### src/rtl/mem_port_arbiter.sv
// Arbiter sharing one single-ported memory between instruction fetch and load/store.
// Data has fixed priority; each access has a bounded wait with a sticky timeout flag.
module mem_port_arbiter #(
  parameter int ADDR_W   = 32,
  parameter int DATA_W   = 32,
  parameter int MAX_WAIT = 15
) (
  input  logic              clk,
  input  logic              reset,
  input  logic              if_req,
  input  logic [ADDR_W-1:0] if_addr,
  output logic [DATA_W-1:0] if_rdata,
  output logic              if_ready,
  input  logic              mem_read,
  input  logic              mem_write,
  input  logic [ADDR_W-1:0] mem_addr,
  input  logic [DATA_W-1:0] mem_wdata,
  output logic [DATA_W-1:0] mem_rdata,
  output logic              mem_ready,
  output logic              stall_if,
  output logic              stall_mem,
  output logic              ram_req,
  output logic              ram_we,
  output logic [ADDR_W-1:0] ram_addr,
  output logic [DATA_W-1:0] ram_wdata,
  input  logic [DATA_W-1:0] ram_rdata,
  input  logic              ram_ack,
  output logic              timeout_err,
  output logic [1:0]        dbg_state
);

  localparam int CNT_W = $clog2(MAX_WAIT + 1);
  localparam logic [CNT_W-1:0] WAIT_LAST = CNT_W'(MAX_WAIT - 1);

  typedef enum logic [1:0] {
    IDLE = 2'd0,
    BUSY = 2'd1,
    RESP = 2'd2
  } state_t;

  state_t           state;
  logic             owner_d;   // 1: load/store owns the port, 0: fetch
  logic [CNT_W-1:0] wait_cnt;

  assign dbg_state = state;

  // Handshake: a requester holds its request until its ready pulse; ready is
  // high for exactly one cycle (RESP) and rdata is valid during that cycle.
  assign stall_mem = (mem_read | mem_write) & ~mem_ready;
  assign stall_if  = (if_req & ~if_ready) | stall_mem;

  always_ff @(posedge clk) begin
    if (reset) begin
      state       <= IDLE;
      owner_d     <= 1'b0;
      wait_cnt    <= '0;
      ram_req     <= 1'b0;
      ram_we      <= 1'b0;
      ram_addr    <= '0;
      ram_wdata   <= '0;
      if_rdata    <= '0;
      mem_rdata   <= '0;
      if_ready    <= 1'b0;
      mem_ready   <= 1'b0;
      timeout_err <= 1'b0;
    end else begin
      if_ready  <= 1'b0;
      mem_ready <= 1'b0;
      case (state)
        IDLE: begin
          if (mem_read | mem_write) begin
            state     <= BUSY;
            owner_d   <= 1'b1;
            wait_cnt  <= '0;
            ram_req   <= 1'b1;
            ram_we    <= mem_write;
            ram_addr  <= mem_addr;
            ram_wdata <= mem_wdata;
          end else if (if_req) begin
            state     <= BUSY;
            owner_d   <= 1'b0;
            wait_cnt  <= '0;
            ram_req   <= 1'b1;
            ram_we    <= 1'b0;
            ram_addr  <= if_addr;
            ram_wdata <= '0;
          end
        end
        BUSY: begin
          // An ack in the final wait cycle still wins over the timeout.
          if (ram_ack) begin
            ram_req <= 1'b0;
            state   <= RESP;
            if (!ram_we) begin
              if (owner_d) mem_rdata <= ram_rdata;
              else         if_rdata  <= ram_rdata;
            end
            if (owner_d) mem_ready <= 1'b1;
            else         if_ready  <= 1'b1;
          end else if (wait_cnt == WAIT_LAST) begin
            ram_req     <= 1'b0;
            timeout_err <= 1'b1;
            state       <= RESP;
            if (owner_d) begin
              mem_rdata <= '0;
              mem_ready <= 1'b1;
            end else begin
              if_rdata <= '0;
              if_ready <= 1'b1;
            end
          end else begin
            wait_cnt <= wait_cnt + CNT_W'(1);
          end
        end
        RESP:    state <= IDLE;
        default: state <= IDLE;
      endcase
    end
  end

endmodule

### config.mk
export PLATFORM = sky130hd
export DESIGN_NAME = mem_port_arbiter
export DESIGN_NICKNAME = d
export VERILOG_FILES = /design/src/rtl/mem_port_arbiter.sv
export SDC_FILE = /design/constraint.sdc
export NUM_CORES = 1
export LEC_CHECK = 0
export CAP_MARGIN = 20
export CORE_MARGIN = 8
export CORE_UTILIZATION = 58
export DETAILED_ROUTE_END_ITERATION = 16
export DONT_BUFFER_PORTS = 1
export PLACE_DENSITY = 0.74
export RECOVER_POWER = 25
export REMOVE_ABC_BUFFERS = 1
export SYNTH_ARGS = -nofsm -noshare
export SYNTH_HDL_FRONTEND = slang
export SYNTH_SLANG_ARGS = --single-unit
### constraint.sdc
create_clock -name clk -period 2.37 [get_ports clk]
set_clock_uncertainty 0.15 [all_clocks]
set_input_delay 0.711 -clock clk [delete_from_list [all_inputs] [get_ports clk]]
set_output_delay 0.711 -clock clk [all_outputs]
set_load 0.05 [all_outputs]
==> run_results.csv, run 1 <==
group,metric,value,unit
pwr,p_leak,2.71,nW
synth,synth_warnings,0,
synth,synth_cell_type_count,35,
setup_path,timing_worst_setup_path_type,"input port to primary output",
routing,route.vias.total,4697,
grt,grtUsageTotal,23.9,%
finish,post-route-util,65.7,%
cts,reg_clk_slew_reported_paths,60,ps
routing,drtPass1Iterations,6,
die,design.portCount,271,
synth,post_synth.cell_area_avg,8.92,um2
die,floorplan.die_area,13200,um2
cts,ctsResizeCount,0,
place,area_after_detailed_placement,5720,um2
sta,timing.final.crit_period,2090,ps
die,die-height,115,um
setup_path,arrival,1220,ps
grt,gr-max-usage-layer,"met2",
grt,maximum_number_of_pins_on_one_net_before_global_route_repair,77,
finish,num_antenna_cells,0,
cts,cts_root_buffer,"sky130_fd_sc_hd__clkbuf_8",
sta,report.final.slew_viol_count,0,
routing,drcViolationCount,0,
sta,setup_total_negative_slack,0,ps
sta,achievable-frequency,479,MHz
grt,grt_util_met3,12.7,%
synth,synth_seq_area_share,49.6,%
routing,via_per_inst,6.16,
setup_path,startpoint_type,"input port",
min_path,hold_path.class,"input port to register",
setup_path,critical_path.slowest_cell,"sky130_fd_sc_hd__buf_4",
routing,route.antenna.remaining_nets,0,
cts,clk_path_buf_depth,2,
routing,wire_per_inst,21.4,um
cts,cts.htree.levels,4,
cts,post_cts_buffers,0,
finish,highest_count_cells_in_the_layout_ignoring_fill_and_taps,"sky130_fd_sc_hd__nand2_1 (165), sky130_fd_sc_hd__dfxtp_1 (140), sky130_fd_sc_hd__a21oi_1 (68), sky130_fd_sc_hd__mux2i_1 (66), sky130_fd_sc_hd__o21ai_0 (35)",
finish,finalInstanceArea,6300,um2
setup_path,cp-end-kind,"primary output",
grt,grt_antenna_before_repair,0,
setup_path,worst_ep_required_time,1510,ps
min_path,whs_path_depth,1,
pwr,peakVddDrop,555,uV
setup_path,worst_path_largest_cell_delay,210,ps
sta,report.final.hold_viol_count,0,
grt,grt_first_pass_wirelength,24.8,mm
die,floorplan.core_area,9590,um2
finish,final.fill_count,770,
finish,num-nets-final,753,
setup_path,ff2ff_path_depth,5,
place,gpl.final_weighted_congestion,0.792,
routing,drt_iter0_markers,389,
sta,fin_crit_share,88.0,%
finish,areaGrowthSynthToFinish,11.6,%
grt,groute.layer.met1.usage,24.4,%
synth,synth.ff_latch_count,140,
grt,gr_ovfl_total,0,
sta,timing.final.ws_setup,284,ps
sta,slew_headroom,53.7,%
place,placement.setup.worst_slack,275,ps
synth,mappedNetlistArea,5650,um2
cts,worst_skew_pair.late_latency,520,ps
synth,synth-main-ff-cell,"sky130_fd_sc_hd__dfxtp_1",
routing,wirelength,16.3,mm
place,io_buffer_count,0,
finish,layout-drive-gt1-share,9.84,%
setup_path,cp_max_fo,5,
grt,grt.met2_usage,39.2,%
pwr,power.total,6.20,mW
sta,setup_viol,0,
sta,worst_pin_slew,694,ps
setup_path,critical_path.cell_chain,"nor2_2, o22ai_1, buf_4",
place,dp_hpwl,11.5,mm
die,floorplan.rows,36,
die,floorplan.initialDensity,58.9,%
cts,tritoncts,"yes",
synth,syn-instance-count,633,
synth,share_of_synthesized_flip_flops_with_an_asynchronous_set_or_reset,0,%
die,die_width,115,um
cts,cts_sinks,140,
sta,unrepaired_setup_endpoints_after_global_routing,"no",
job,maxCapViolations,0,
synth,synth-edff-count,0,
cts,cts-buffers-inserted,17,
grt,via_count_of_the_first_global_routing_pass,4751,
outcome,outcome,"finished clean",
cts,hold_buffers,0,
pwr,power.density_cell_area,984,nW/um2
finish,layout_commonest_cell,"sky130_fd_sc_hd__nand2_1",
## per-stage QoR
step                hold slack, ps  std cells
finish                         106        763
global route                  83.8        763
detailed placement             357        731
floorplan                      307        577
CTS                           86.0        763
global placement               335        731
## state kept, by name, summed over array words and instances, names as in the netlist
| register | cells |
|---|---|
| wait_cnt | 4 |
| timeout_err | 1 |
| mem_ready | 1 |
| mem_rdata | 32 |
| if_rdata | 32 |
| ram_we | 1 |
| ram_wdata | 32 |
| dbg_state | 2 |
| ram_req | 1 |
| owner_d | 1 |
| if_ready | 1 |
| ram_addr | 32 |
## power by group
group / total (mW) / switching, mW / leakage, nW / internal [mW]
registers: 3.05 / 0.560 / 1.14 / 2.49
clock network: 2.61 / 1.01 / 0.278 / 1.60
logic: 0.533 / 0.338 / 1.28 / 0.195
## cell type report
type / instances / area [um2] / share of cell area [%]
Sequential cell: 140 / 2800 / 44.5
Clock inverter: 14 / 170 / 2.70
Inverter: 4 / 15.0 / 0.238
Tap cell: 133 / 166 / 2.64
Clock buffer: 18 / 418 / 6.63
Multi-Input combinational cell: 433 / 2530 / 40.1
Timing Repair Buffer: 21 / 203 / 3.22
## logic make-up after synthesis
kind of cell | count (synthesis) | share of synthesized area (%)
fa+ha+maj | 2 | 0.443
compound gates | 145 | 16.0
buf+inv | 60 | 5.78
simple gates | 220 | 16.4
flops | 140 | 49.6
mux | 66 | 11.7
## critical path, delay by kind of cell
family | cells | cell delay [ps]
AO/OA/AOI/OAI | 1 | 120
buffers and inverters | 1 | 210
AND/OR/NAND/NOR | 1 | 190
## per-layer routing
| metal | routed length [um] | up-vias |
|---|---|---|
| li1 | - | 2167 |
| met5 | 0 | - |
| met3 | 2160 | 40 |
| met2 | 8030 | 255 |
| met4 | 459 | 0 |
| met1 | 5670 | 2235 |
## final timing paths
| kind | from | end | slack, ps |
|---|---|---|---|
| min reg2reg | wait_cnt[3]$_SDFFE_PP0P_ | wait_cnt[3]$_SDFFE_PP0P_ | 370 |
| min | reset | ram_wdata[19]$_SDFFE_PP0P_ | 110 |
| max reg2reg | dbg_state[1]$_SDFFE_PP0P_ | ram_addr[31]$_SDFFE_PP0P_ | 340 |
| max | mem_write | stall_if | 280 |
## Yosys cell counts (all sizes together) (2+ instances only)
cell type  number  area (um2)
nand3          34         170
o211ai          2        42.5
mux2i          66         661
buf            33         225
a311oi         33         289
and2b           2        15.0
ha              2        25.0
a21oi          68         340
nor3            3        26.3
inv             4        15.0
or3             2        12.5
clkbuf         23        86.3
dfxtp         140        2800
nand2         165         619
o21ai          35         175
or2             2        12.5
nor2            7        31.3
Note: power is estimated with default switching activity, not from simulation.
==> run 2, diff against run 1 <==
--- a/config.mk
+++ b/config.mk
@@ -12,7 +12,6 @@
 export DONT_BUFFER_PORTS = 1
 export PLACE_DENSITY = 0.74
 export RECOVER_POWER = 25
-export REMOVE_ABC_BUFFERS = 1
 export SYNTH_ARGS = -nofsm -noshare
 export SYNTH_HDL_FRONTEND = slang
 export SYNTH_SLANG_ARGS = --single-unit
==> run 2 against run 1 <==
Effect of this change: hold slack better by 36 ps; critical path depth is 3 lower; setup slack improved by 45 ps; largest power group unchanged; design area grew 1.5%; global-route usage fell by 0.65 points; count of clock-buffer cells in the layout is the same; register-to-register slack better by 90 ps.
==> run_results.csv, run 2 (synthesized netlist as in run 1, its figures left out) <==
group,metric,value,unit
routing,drcViolationCount,0,
grt,grtUsageTotal,23.2,%
routing,wirelength,15.9,mm
die,die_width,115,um
finish,final_cells,760,
pwr,p_leak,2.75,nW
finish,final.fill_count,769,
cts,reg_clk_slew_reported_paths,60,ps
sta,fin_crit_share,86.1,%
die,die-height,115,um
grt,grt_first_pass_wirelength,24.5,mm
setup_path,worst_ep_required_time,1510,ps
pwr,power.total,6.61,mW
sta,worst_pin_slew,627,ps
routing,route.vias.total,4698,
routing,via_per_inst,6.18,
place,dp_hpwl,11.4,mm
grt,maximum_number_of_pins_on_one_net_before_global_route_repair,77,
setup_path,startpoint_type,"register",
die,floorplan.rows,36,
cts,worst_skew_pair.late_latency,500,ps
grt,via_count_of_the_first_global_routing_pass,4652,
routing,wire_per_inst,20.9,um
grt,grt.met2_usage,38.3,%
finish,layout-drive-gt1-share,9.57,%
grt,grt_util_met3,11.2,%
routing,drtPass1Iterations,6,
pwr,peakVddDrop,568,uV
die,floorplan.core_area,9590,um2
cts,ctsResizeCount,0,
place,placed_cells_incl_taps,727,
sta,slew_headroom,58.1,%
setup_path,cp_max_fo,2,
grt,gr_ovfl_total,0,
finish,highest_count_cells_in_the_layout_ignoring_fill_and_taps,"sky130_fd_sc_hd__nand2_1 (165), sky130_fd_sc_hd__dfxtp_1 (140), sky130_fd_sc_hd__a21oi_1 (68), sky130_fd_sc_hd__mux2i_1 (66), sky130_fd_sc_hd__o21ai_0 (35)",
finish,ff_latch_area,2800,um2
grt,grt_antenna_before_repair,0,
synth,syn_nets,769,
job,maxCapViolations,0,
finish,layout_commonest_cell,"sky130_fd_sc_hd__nand2_1",
sta,unrepaired_setup_endpoints_after_global_routing,"no",
finish,areaGrowthSynthToFinish,13.2,%
finish,finalInstanceArea,6400,um2
sta,report.final.hold_viol_count,0,
setup_path,ff2ff_path_depth,6,
setup_path,r2r_slack,430,ps
sta,report.final.slew_viol_count,0,
min_path,whs_path_depth,1,
outcome,outcome,"finished clean",
pwr,power.density_cell_area,1030,nW/um2
min_path,hold_start,"reset",
setup_path,arrival,1180,ps
sta,setup_viol,0,
routing,route.antenna.remaining_nets,0,
routing,drt_iter0_markers,520,
die,design.portCount,271,
sta,setup_total_negative_slack,0,ps
cts,cts.htree.levels,4,
cts,cts-buffers-inserted,17,
place,gpl.final_weighted_congestion,0.832,
place,area_after_detailed_placement,5700,um2
finish,multi_input_gate_area,2530,um2
min_path,hold_path.class,"input port to register",
cts,tritoncts,"yes",
setup_path,crit_cells,0,
grt,gr-max-usage-layer,"met2",
die,floorplan.initialDensity,58.9,%
sta,timing.final.crit_period,2040,ps
finish,num_antenna_cells,0,
cts,post_cts_buffers,0,
cts,cts_root_buffer,"sky130_fd_sc_hd__clkbuf_8",
place,io_buffer_count,0,
cts,cts_sinks,140,
setup_path,reg_to_reg_critical_path_startpoint,"wait_cnt[0]$_SDFFE_PP0P_",
grt,groute.layer.met1.usage,24.3,%
cts,clk_path_buf_depth,2,
setup_path,timing_worst_setup_path_type,"register to primary output",
min_path,hold-path-endpoint,"wait_cnt[2]$_SDFFE_PP0P_",
sta,achievable-frequency,490,MHz
finish,num-nets-final,750,
cts,hold_buffers,0,
setup_path,cp-end-kind,"primary output",
setup_path,reg2reg_to,"mem_rdata[5]$_SDFFE_PP0P_",
die,floorplan.die_area,13200,um2
run 2: changes by cell type in the layout (fill, tap and decap cells not counted), moves of 2 or more:
cell / previous run / this run
sky130_fd_sc_hd__clkinv_4: 2 / 4
sky130_fd_sc_hd__clkinvlp_4: 4 / 1
sky130_fd_sc_hd__clkbuf_2: 2 / 0
sky130_fd_sc_hd__clkinv_2: 3 / 1
sky130_fd_sc_hd__bufinv_16: 3 / 7
sky130_fd_sc_hd__buf_4: 15 / 13
run 2: worst max path at each step:
| stage | slack (ps) | end | startpoint |
|---|---|---|---|
| after floorplan | 130 | stall_if | mem_write |
| after global placement | 160 | ram_addr[20]$_SDFFE_PP0P_ | mem_read |
| after detailed placement | 50 | ram_addr[4]$_SDFFE_PP0P_ | mem_read |
| after CTS | 280 | ram_wdata[0] | ram_wdata[0]$_SDFFE_PP0P_ |
| after global routing | 270 | stall_mem | mem_ready$_SDFF_PP0_ |
| final | 330 | ram_wdata[2] | ram_wdata[2]$_SDFFE_PP0P_ |
run 2: layout make-up:
type                       instances  area share [%]
multi-input combinational        433            39.6
inverter                           4           0.235
clock buffer                      18            6.53
clock inverter                    14            4.17
tap                              133            2.60
timing repair buffer              18            3.09
sequential                       140            43.8
run 2: routing by layer:
layer	vias to the layer above	routed length, um
li1	2162	-
met1	2234	5730
met2	265	7550
met3	37	2160
met4	0	452
met5	-	0
run 2: through the flow:
step / hold WS [ps] / worst slack, ps / util, %
2_1_floorplan: 315 / 131 / -
3_3_place_gp: 336 / 156 / 59.4
3_5_place_dp: 347 / 54.4 / 59.4
4_1_cts: 103 / 284 / 66.5
5_1_grt: 101 / 266 / 66.7
6_report: 142 / 329 / 66.7
run 2: power by group:
| group | total, mW | switching (mW) | internal, mW |
|---|---|---|---|
| registers | 3.05 | 0.561 | 2.49 |
| clock network | 3.03 | 0.993 | 2.04 |
| logic | 0.526 | 0.329 | 0.197 |
| total | 6.61 | 1.88 | 4.73 |
